<file path="src/rtl/cam_pkg.sv">
// Shared definitions for the camera capture path.
//   H_ACTIVE_DEF / V_ACTIVE_DEF : default active frame geometry
//   cam_state_e                 : capture FSM state encoding
//   rgb565_to_rgb888            : widens a packed 565 pixel to 8 bits per channel
package cam_pkg;

  localparam int H_ACTIVE_DEF = 640;
  localparam int V_ACTIVE_DEF = 480;

  typedef enum logic [1:0] {
    IDLE   = 2'd0,
    SYNC   = 2'd1,
    ACTIVE = 2'd2
  } cam_state_e;

  // Each channel is widened by repeating its top bits into the new LSBs, so
  // full scale maps to 0xFF and zero stays zero.
  function automatic logic [23:0] rgb565_to_rgb888(input logic [15:0] p);
    logic [4:0] r5;
    logic [5:0] g6;
    logic [4:0] b5;
    r5 = p[15:11];
    g6 = p[10:5];
    b5 = p[4:0];
    return {r5, r5[4:2], g6, g6[5:4], b5, b5[4:2]};
  endfunction

endpackage

</file>
<file path="src/rtl/cam_capture_axis_pack.sv">
// Byte-pair assembler: joins two camera bytes into one RGB888 pixel and
// tracks the pixel position within the current line.
//   Cclk, rstn   : pixel clock, async active-low reset
//   en_i         : a byte of an active line is present on byte_i
//   start_i      : a new frame begins (arms the first-pixel marker)
//   byte_i       : registered camera byte
//   pix_valid_o  : a pixel inside the active width completes this cycle
//   pix_data_o   : expanded {R8,G8,B8}
//   pix_first_o  : pixel is the first of the frame
//   pix_last_o   : pixel is the last of the line
//   pix_long_o   : a pixel beyond the active width completed (dropped)
//   pix_cnt_o    : pixels accepted so far on this line
module cam_capture_axis_pack
  import cam_pkg::*;
#(
  parameter int H_ACTIVE = H_ACTIVE_DEF
) (
  input  logic        Cclk,
  input  logic        rstn,
  input  logic        en_i,
  input  logic        start_i,
  input  logic [7:0]  byte_i,
  output logic        pix_valid_o,
  output logic [23:0] pix_data_o,
  output logic        pix_first_o,
  output logic        pix_last_o,
  output logic        pix_long_o,
  output logic [9:0]  pix_cnt_o
);

  localparam logic [9:0] H_MAX  = 10'(H_ACTIVE);
  localparam logic [9:0] H_LAST = 10'(H_ACTIVE - 1);

  logic       phase_q, phase_d;
  logic [7:0] hi_q;
  logic [9:0] pix_cnt_q, pix_cnt_d;
  logic       first_q, first_d;
  logic       done, keep;

  // A pixel completes on the second byte; once the line is full the count
  // saturates at H_ACTIVE so any further pixel is recognised as overlong.
  assign done        = en_i && phase_q;
  assign keep        = (pix_cnt_q < H_MAX);
  assign pix_valid_o = done && keep;
  assign pix_long_o  = done && !keep;
  assign pix_data_o  = rgb565_to_rgb888({hi_q, byte_i});
  assign pix_first_o = first_q;
  assign pix_last_o  = (pix_cnt_q == H_LAST);
  assign pix_cnt_o   = pix_cnt_q;

  always_comb begin
    phase_d   = en_i ? ~phase_q : 1'b0;
    pix_cnt_d = pix_cnt_q;
    if (!en_i)            pix_cnt_d = '0;
    else if (pix_valid_o) pix_cnt_d = pix_cnt_q + 10'd1;
    first_d = first_q;
    if (start_i)          first_d = 1'b1;
    else if (pix_valid_o) first_d = 1'b0;
  end

  always_ff @(posedge Cclk or negedge rstn) begin
    if (!rstn) begin
      phase_q   <= 1'b0;
      pix_cnt_q <= '0;
      first_q   <= 1'b0;
    end else begin
      phase_q   <= phase_d;
      pix_cnt_q <= pix_cnt_d;
      first_q   <= first_d;
    end
  end

  // First byte of the pair; a stale value after an odd byte is never used
  // because the phase restarts at 0 on every new line.
  always_ff @(posedge Cclk) begin
    if (en_i && !phase_q) hi_q <= byte_i;
  end

endmodule

</file>
<file path="src/rtl/cam_capture_axis.sv">
// Camera parallel bus (VSYNC/HREF/8-bit RGB565) to 24-bit AXI4-Stream video.
//   Cclk, rstn          : camera pixel clock, async active-low reset
//   cam_vsync/href/data : raw sensor bus
//   capture_en          : capture the next frame (decided at vsync end)
//   err_clr             : pulse clearing the sticky error flags
//   m_axis_video_*      : AXI4-Stream master, tuser = start of frame,
//                         tlast = end of line
//   frame_cnt           : count of correctly sized frames
//   err_short/long/frame/ovf : sticky line, frame and overflow errors
module cam_capture_axis
  import cam_pkg::*;
#(
  parameter int   H_ACTIVE  = H_ACTIVE_DEF,
  parameter int   V_ACTIVE  = V_ACTIVE_DEF,
  parameter logic VSYNC_POL = 1'b1
) (
  input  logic        Cclk,
  input  logic        rstn,
  input  logic        cam_vsync,
  input  logic        cam_href,
  input  logic [7:0]  cam_data,
  input  logic        capture_en,
  input  logic        err_clr,
  output logic [23:0] m_axis_video_tdata,
  output logic        m_axis_video_tvalid,
  output logic        m_axis_video_tuser,
  output logic        m_axis_video_tlast,
  input  logic        m_axis_video_tready,
  output logic [15:0] frame_cnt,
  output logic        err_short,
  output logic        err_long,
  output logic        err_frame,
  output logic        err_ovf
);

  localparam logic [9:0] H_MAX   = 10'(H_ACTIVE);
  localparam logic [8:0] V_LINES = 9'(V_ACTIVE);

  logic        vsync_q, href_q;
  logic [7:0]  data_q;
  cam_state_e  state_q;
  logic [8:0]  line_cnt_q, lines_done;
  logic [15:0] frame_cnt_q;
  logic        vs_act, in_active, pack_en, start, line_end, frame_bad;
  logic        pix_valid, pix_first, pix_last, pix_long;
  logic [23:0] pix_data;
  logic [9:0]  pix_cnt;
  logic        tvalid_q, tvalid_d, tuser_q, tuser_d, tlast_q, tlast_d;
  logic [23:0] tdata_q, tdata_d;
  logic        ovf;
  logic        err_short_q, err_long_q, err_frame_q, err_ovf_q;

  // ---- input register stage ----
  always_ff @(posedge Cclk or negedge rstn) begin
    if (!rstn) begin
      vsync_q <= ~VSYNC_POL;
      href_q  <= 1'b0;
    end else begin
      vsync_q <= cam_vsync;
      href_q  <= cam_href;
    end
  end

  always_ff @(posedge Cclk) data_q <= cam_data;

  assign vs_act    = (vsync_q == VSYNC_POL);
  assign in_active = (state_q == ACTIVE);
  // vsync during href aborts the line: the packer is disabled, dropping any
  // half pixel and clearing its count.
  assign pack_en   = in_active && href_q && !vs_act;
  assign start     = (state_q == SYNC) && !vs_act && capture_en;
  assign line_end  = in_active && !href_q && (pix_cnt != '0);
  // Counts a line ending in the very cycle vsync is seen.
  assign lines_done = line_cnt_q + 9'(line_end);
  assign frame_bad  = in_active && vs_act && (href_q || (lines_done != V_LINES));

  cam_capture_axis_pack #(.H_ACTIVE(H_ACTIVE)) u_pack (
    .Cclk        (Cclk),
    .rstn        (rstn),
    .en_i        (pack_en),
    .start_i     (start),
    .byte_i      (data_q),
    .pix_valid_o (pix_valid),
    .pix_data_o  (pix_data),
    .pix_first_o (pix_first),
    .pix_last_o  (pix_last),
    .pix_long_o  (pix_long),
    .pix_cnt_o   (pix_cnt)
  );

  // ---- frame FSM and line/frame counters ----
  always_ff @(posedge Cclk or negedge rstn) begin
    if (!rstn) begin
      state_q     <= IDLE;
      line_cnt_q  <= '0;
      frame_cnt_q <= '0;
    end else begin
      case (state_q)
        IDLE: if (vs_act) state_q <= SYNC;
        SYNC: if (!vs_act) begin
          state_q    <= capture_en ? ACTIVE : IDLE;
          line_cnt_q <= '0;
        end
        ACTIVE: begin
          if (line_end) line_cnt_q <= line_cnt_q + 9'd1;
          if (vs_act) begin
            state_q <= SYNC;
            if (!frame_bad) frame_cnt_q <= frame_cnt_q + 16'd1;
          end
        end
        default: state_q <= IDLE;
      endcase
    end
  end

  // ---- output register (one-entry skid-less slot) ----
  always_comb begin
    tvalid_d = tvalid_q;
    tdata_d  = tdata_q;
    tuser_d  = tuser_q;
    tlast_d  = tlast_q;
    if (pix_valid && (!tvalid_q || m_axis_video_tready)) begin
      tvalid_d = 1'b1;
      tdata_d  = pix_data;
      tuser_d  = pix_first;
      tlast_d  = pix_last;
    end else if (tvalid_q && m_axis_video_tready) begin
      tvalid_d = 1'b0;
      tdata_d  = '0;
      tuser_d  = 1'b0;
      tlast_d  = 1'b0;
    end
  end

  assign ovf = pix_valid && tvalid_q && !m_axis_video_tready;

  always_ff @(posedge Cclk or negedge rstn) begin
    if (!rstn) begin
      tvalid_q    <= 1'b0;
      tdata_q     <= '0;
      tuser_q     <= 1'b0;
      tlast_q     <= 1'b0;
      err_short_q <= 1'b0;
      err_long_q  <= 1'b0;
      err_frame_q <= 1'b0;
      err_ovf_q   <= 1'b0;
    end else begin
      tvalid_q    <= tvalid_d;
      tdata_q     <= tdata_d;
      tuser_q     <= tuser_d;
      tlast_q     <= tlast_d;
      // A new error in the clear cycle wins over the clear.
      err_short_q <= (err_short_q && !err_clr) || (line_end && (pix_cnt < H_MAX));
      err_long_q  <= (err_long_q  && !err_clr) || pix_long;
      err_frame_q <= (err_frame_q && !err_clr) || frame_bad;
      err_ovf_q   <= (err_ovf_q   && !err_clr) || ovf;
    end
  end

  assign m_axis_video_tdata  = tdata_q;
  assign m_axis_video_tvalid = tvalid_q;
  assign m_axis_video_tuser  = tuser_q;
  assign m_axis_video_tlast  = tlast_q;
  assign frame_cnt           = frame_cnt_q;
  assign err_short           = err_short_q;
  assign err_long            = err_long_q;
  assign err_frame           = err_frame_q;
  assign err_ovf             = err_ovf_q;

endmodule
</file>
<file path="config.mk">
export PLATFORM = sky130hd
export DESIGN_NAME = cam_capture_axis
export DESIGN_NICKNAME = d
export VERILOG_FILES = /design/src/rtl/cam_pkg.sv /design/src/rtl/cam_capture_axis_pack.sv /design/src/rtl/cam_capture_axis.sv
export SDC_FILE = /design/constraint.sdc
export NUM_CORES = 1
export LEC_CHECK = 0
export ABC_AREA = 1
export BUFFER_PORTS_ARGS = -buffer_cell sky130_fd_sc_hd__buf_4
export CAP_MARGIN = 20
export CORE_MARGIN = 2
export CORE_UTILIZATION = 34
export CTS_BUF_LIST = sky130_fd_sc_hd__clkbuf_16
export CTS_CLUSTER_SIZE = 12
export DETAILED_ROUTE_END_ITERATION = 10
export PLACE_DENSITY = 0.53
export SETUP_SLACK_MARGIN = 0.4
export SLEW_MARGIN = 20
export SYNTH_ARGS = -nofsm -noshare
export SYNTH_HDL_FRONTEND = slang
export SYNTH_SLANG_ARGS = --single-unit
</file>
<file path="constraint.sdc">
create_clock -name Cclk -period 5.5 [get_ports Cclk]
set_clock_uncertainty 0.1 [all_clocks]
set_input_delay 0.55 -clock Cclk [delete_from_list [all_inputs] [get_ports Cclk]]
set_output_delay 0.55 -clock Cclk [all_outputs]
set_load 0.02 [all_outputs]
</file>
# Yosys cells after proc, flatten, opt, wreduce, memory -nomap -nowiden
# Index checks and enable logic that the tools add are counted.
# word_totals
regBits	88
output_inout_bits	47
wordCells	94
# classes
reduce_logical	43
n_lt_le_gt_ge	1
n_bitwise	2
n_eq_ne	8
n_addsub	4
mux	18
# op_table
cell	count
$mux W24	2
$logic_and A1 B1 Y1	21
$mux W10	2
$mux W9	2
$pmux W9 S2	1
$add A16 B1 Y16 const B	1
$add A10 B1 Y10 const B	1
$eq A10 B10 Y1 const B	1
$lt A10 B10 Y1 const B	1
$reduce_bool A10 Y1	1
$add A9 B1 Y9	1
$add A9 B1 Y9 const B	1
$ne A9 B9 Y1 const B	1
$logic_not A1 Y1	7
$mux W1	7
$logic_or A1 B1 Y1	6
$mux W2	3
$reduce_and A3 Y1	2
$reduce_bool A2 Y1	3
$ne A2 B1 Y1 const B	2
$ne A2 B2 Y1 const B	2
$pmux W2 S2	1
$eq A2 B1 Y1 const B	1
$eq A2 B2 Y1 const B	1
4 further kinds	5

# Logic depth before layout (Yosys ltp)
# logic_depth
word_depth	9
ltp_mapped	16
ltp_nobuf	15

# Cells and area by module
# Synthesis repeated with hierarchy kept, for this count alone.
# unflattened
hier_cells	527
hier_area_um2	4341.7
# modules_own_cells
mod	instances	cells_per_inst	seq_area_each_um2	area_each_um2
cam_capture_axis	1	410	1661.6	3255.6
cam_capture_axis_pack	1	117	540.5	1086.0

# Worst setup path before layout
# No wires, ideal clock.
# synth_timing
path_kind	reg2reg
start	reg u_pack.pix_cnt_q[0], in the netlist u_pack.pix_cnt_o[0]
end	reg frame_cnt_q[15], in the netlist frame_cnt[15]
setup_slack_ns	2.996
setup_time_ns	0.117
required_ns	5.283
arrival_ns	2.287
path_stages_with_launch	17
n_path_buf	1
path_cell_list	dfrtp_1 inv_1 ha_1 nand3_1 o21ai_2 inv_1 ha_1 ha_1 inv_1 nand2_1 nor2_1 nand3_1 nor2_2 nand3_2 buf_6 nand2_1 nand2_1
# synth_via
elab_chain_len	8
# synth_lines
element	line	rtl
from (decl)	cam_capture_axis_pack.sv:36	logic [9:0] pix_cnt_q, pix_cnt_d;
from (signal assigned)	cam_capture_axis_pack.sv:68	pix_cnt_q <= pix_cnt_d;
$reduce_bool A10 Y1	cam_capture_axis.sv:72	assign line_end = in_active && !href_q && (pix_cnt != '0);
$logic_and A1 B1 Y1	cam_capture_axis.sv:72	
$add A9 B1 Y9	cam_capture_axis.sv:74	assign lines_done = line_cnt_q + 9'(line_end);
$ne A9 B9 Y1	cam_capture_axis.sv:75	assign frame_bad = in_active && vs_act && (href_q || (lines_done != V_LINES));
$logic_or A1 B1 Y1	cam_capture_axis.sv:75	
$logic_and A1 B1 Y1	cam_capture_axis.sv:75	
$not A1 Y1 (no line)	--	
$reduce_and A3 Y1 (no line)	--	
to (signal assigned)	cam_capture_axis.sv:108	if (!frame_bad) frame_cnt_q <= frame_cnt_q + 16'd1;
to (decl)	cam_capture_axis.sv:43	logic [15:0] frame_cnt_q;
# No other way between the ends.
# A chain may end at the register's enable or synchronous reset.

# Final worst setup path
# layout_timing
start	reg u_pack.pix_cnt_q[0], in the netlist u_pack.pix_cnt_o[0]
end	reg frame_cnt_q[12], in the netlist frame_cnt[12]
# Same word-level chain as after synthesis.

==> results.ini <==
[status]
status=finished clean

[route]
viasPerCell=4.75
vias=3222
first_pass_iters=4
wl_um=8530
drc_errors=0
wl_per_cell_um=12.6
antenna_left=0
drt_iter0_drc=137

[clocking]
clock_sinks=80
root_buffer=clkbuf_16
clockBufferDepth=2
h-tree-depth=3
clock_latency_ns=0.34
hold_buffers=0
cts_buffers=9
cts_tree=done
path_clk_slew_ns=0.06
ctsResizeCount=0
post_cts_buffers=0

[grt]
overflow=0
grt_max_degree=65
grt_util_all_layers=0.144
grt_pass1_wl_um=14400
antenna_found_initial=0
grt_pass1_vias=2966

[timing]
final-setup-viol-count=0
rsz0062_at_grt=false
worst_pin_slew_ns=0.888
hold_viol=0
drv_slew=0
fin_crit_sh=0.579
slew_headroom=0.406
min_period_ns=3.18
setup-tns-final_ns=0
fmax_ghz=0.314

[cells_and_area]
drive_gt1_frac=0.172
syn_to_final_growth_pct=21.6
utilization=0.419
seq_area_um2=2000
fin_cells=678
fill_cells=1147
multiInputGateArea_um2=1580
n_antenna_cell=0
nets=551

[worst_hold_path]
hold_class=in -> reg
holdPathStages=1

[logic_synthesis]
syn_nets=496
yosys.cell_types.count=33
synth_seq_cells=80
synthCells=475
syn-cell-area_um2=3890
postSynthAreaPerCell_um2=8.18
ys_seq_area_frac=0.515
yosysWarningCount=0

[floorplanning]
rows=39
initial_core_util=0.345
die_x_um=111
top_level_ports=62
die_area_um2=12300
core_area_um2=11300
die_h_um=111

[critical_path]
reg2reg_depth=15
critPathMaxFanout=16
worst_ep_arrival_time_ns=3.31
r2r_slack_ns=2.32
required_ns=5.62
critPathKind=reg -> reg
endpoint_kind=flop
crit_path_start_kind=flop

[run]
cap_violations=0

[power_and_ir_drop]
total_power_w=0.00130
vdd_drop_max_mv=0.185
power_leakage_nw=2.31
powerDensity_nw_per_um2=275

[place]
io_buffers=61
gp_congestion=0.828
dp_hpwl_um=5940
dp_cells=662

## worst paths after layout
check / from / end
setup / recovery: u_pack.pix_cnt_o[0] / frame_cnt[12]
hold / removal: cam_data[7] / data_q[7]
setup reg to reg: u_pack.pix_cnt_o[0] / frame_cnt[12]
hold reg to reg: data_q[1] / u_pack.hi_q[1]
max in group asynchronous: rstn / m_axis_video_tdata[3]
min in group asynchronous: rstn / line_cnt_q[7]
## cells by family (layout without fill, tap and decap cells)
| logic type | Yosys count | count (layout) | share of synthesized area |
|---|---|---|---|
| XOR/XNOR | 11 | 11 | 0.0248 |
| buffers and inverters | 64 | 124 | 0.0782 |
| flip-flops | 80 | 80 | 0.515 |
| adder cells (fa/ha/maj) | 6 | 6 | 0.0193 |
| AND/OR/NAND/NOR | 285 | 285 | 0.322 |
| AO/OA/AOI/OAI | 29 | 29 | 0.0409 |
## cells in the mapped netlist (all sizes together)
library cell / n / share of area
nor2: 46 / 0.051
inv: 46 / 0.044
nand4: 19 / 0.034
dfrtp: 64 / 0.41
a21oi: 5 / 0.0064
ha: 6 / 0.019
clkinv: 1 / 0.0023
clkbuf: 2 / 0.0019
nor3: 6 / 0.010
nand2: 175 / 0.17
o22ai: 2 / 0.0032
xnor2: 3 / 0.0068
edfxtp: 8 / 0.062
o32ai: 1 / 0.0023
and2: 1 / 0.0016
nand3: 36 / 0.051
nand3b: 2 / 0.0039
dfxtp: 8 / 0.041
xor2: 8 / 0.018
buf: 15 / 0.030
o21ai: 21 / 0.029
## state kept, by name (all words and copies together), names as in the netlist, 2 cells and up
| register | cells |
|---|---|
| line_cnt_q | 9 |
| data_q | 8 |
| u_pack.pix_cnt_o | 10 |
| m_axis_video_tdata | 16 |
| u_pack.hi_q | 8 |
| state_q | 2 |
| frame_cnt | 16 |
## critical path: stages (launching register included)
cell     delay (ns)
dfrtp_1        0.39
inv_1          0.11
ha_1           0.15
nand3_1        0.09
o21ai_2        0.34
inv_1          0.10
ha_1           0.21
ha_1           0.27
inv_1          0.05
nand2_1        0.04
nor2_1         0.11
nand3_1        0.12
nor2_2         0.37
nand3_2        0.40
nand2_1        0.16
nand2_1        0.06
## layout by cell type, fill, tap and decap left out, types with 4 or more instances in the layout
master,n
edfxtp_1,8
nand4_1,18
inv_1,43
o21ai_0,19
clkbuf_16,9
ha_1,6
xor2_1,8
dfxtp_1,8
dfrtp_1,64
nand2_1,174
a21oi_1,5
nor3_1,4
buf_4,61
nand3_1,34
nor2_1,43
## through the flow
step,hold slack [ns],instance area (um^2),setup WS (ns)
floorplan,0.154,3890,3.00
global placement,0.316,4400,2.42
detailed placement,0.319,4400,2.31
CTS,0.204,4730,2.30
global route,0.201,4730,1.94
finish,0.215,4730,2.32
## where the power goes
group	internal, W	total, W	switching (W)	leakage [nW]
Combinational	0.0000130	0.0000397	0.0000266	1.13
Clock	0.000402	0.000653	0.000251	0.161
Sequential	0.000604	0.000609	0.00000522	1.02
Total	0.00102	0.00130	0.000282	2.31
## metal layers
layer  share of wire  global-route usage  vias to the layer above
met5               0                   0                        -
li1                -                   -                     1623
met4           0.024              0.0633                        0
met2            0.47               0.224                       68
met3           0.035              0.0246                       15
met1            0.48               0.197                     1516
## cell type report
type	instances	share of cell area
flip-flops and latches	80	0.424
multi-input cells	331	0.335
repair buffers	61	0.0969
clock buffers	9	0.0476
inverters	47	0.0384
well taps	143	0.0379
clock inverters	7	0.0212
No activity file was read; power rests on OpenSTA's default activity.
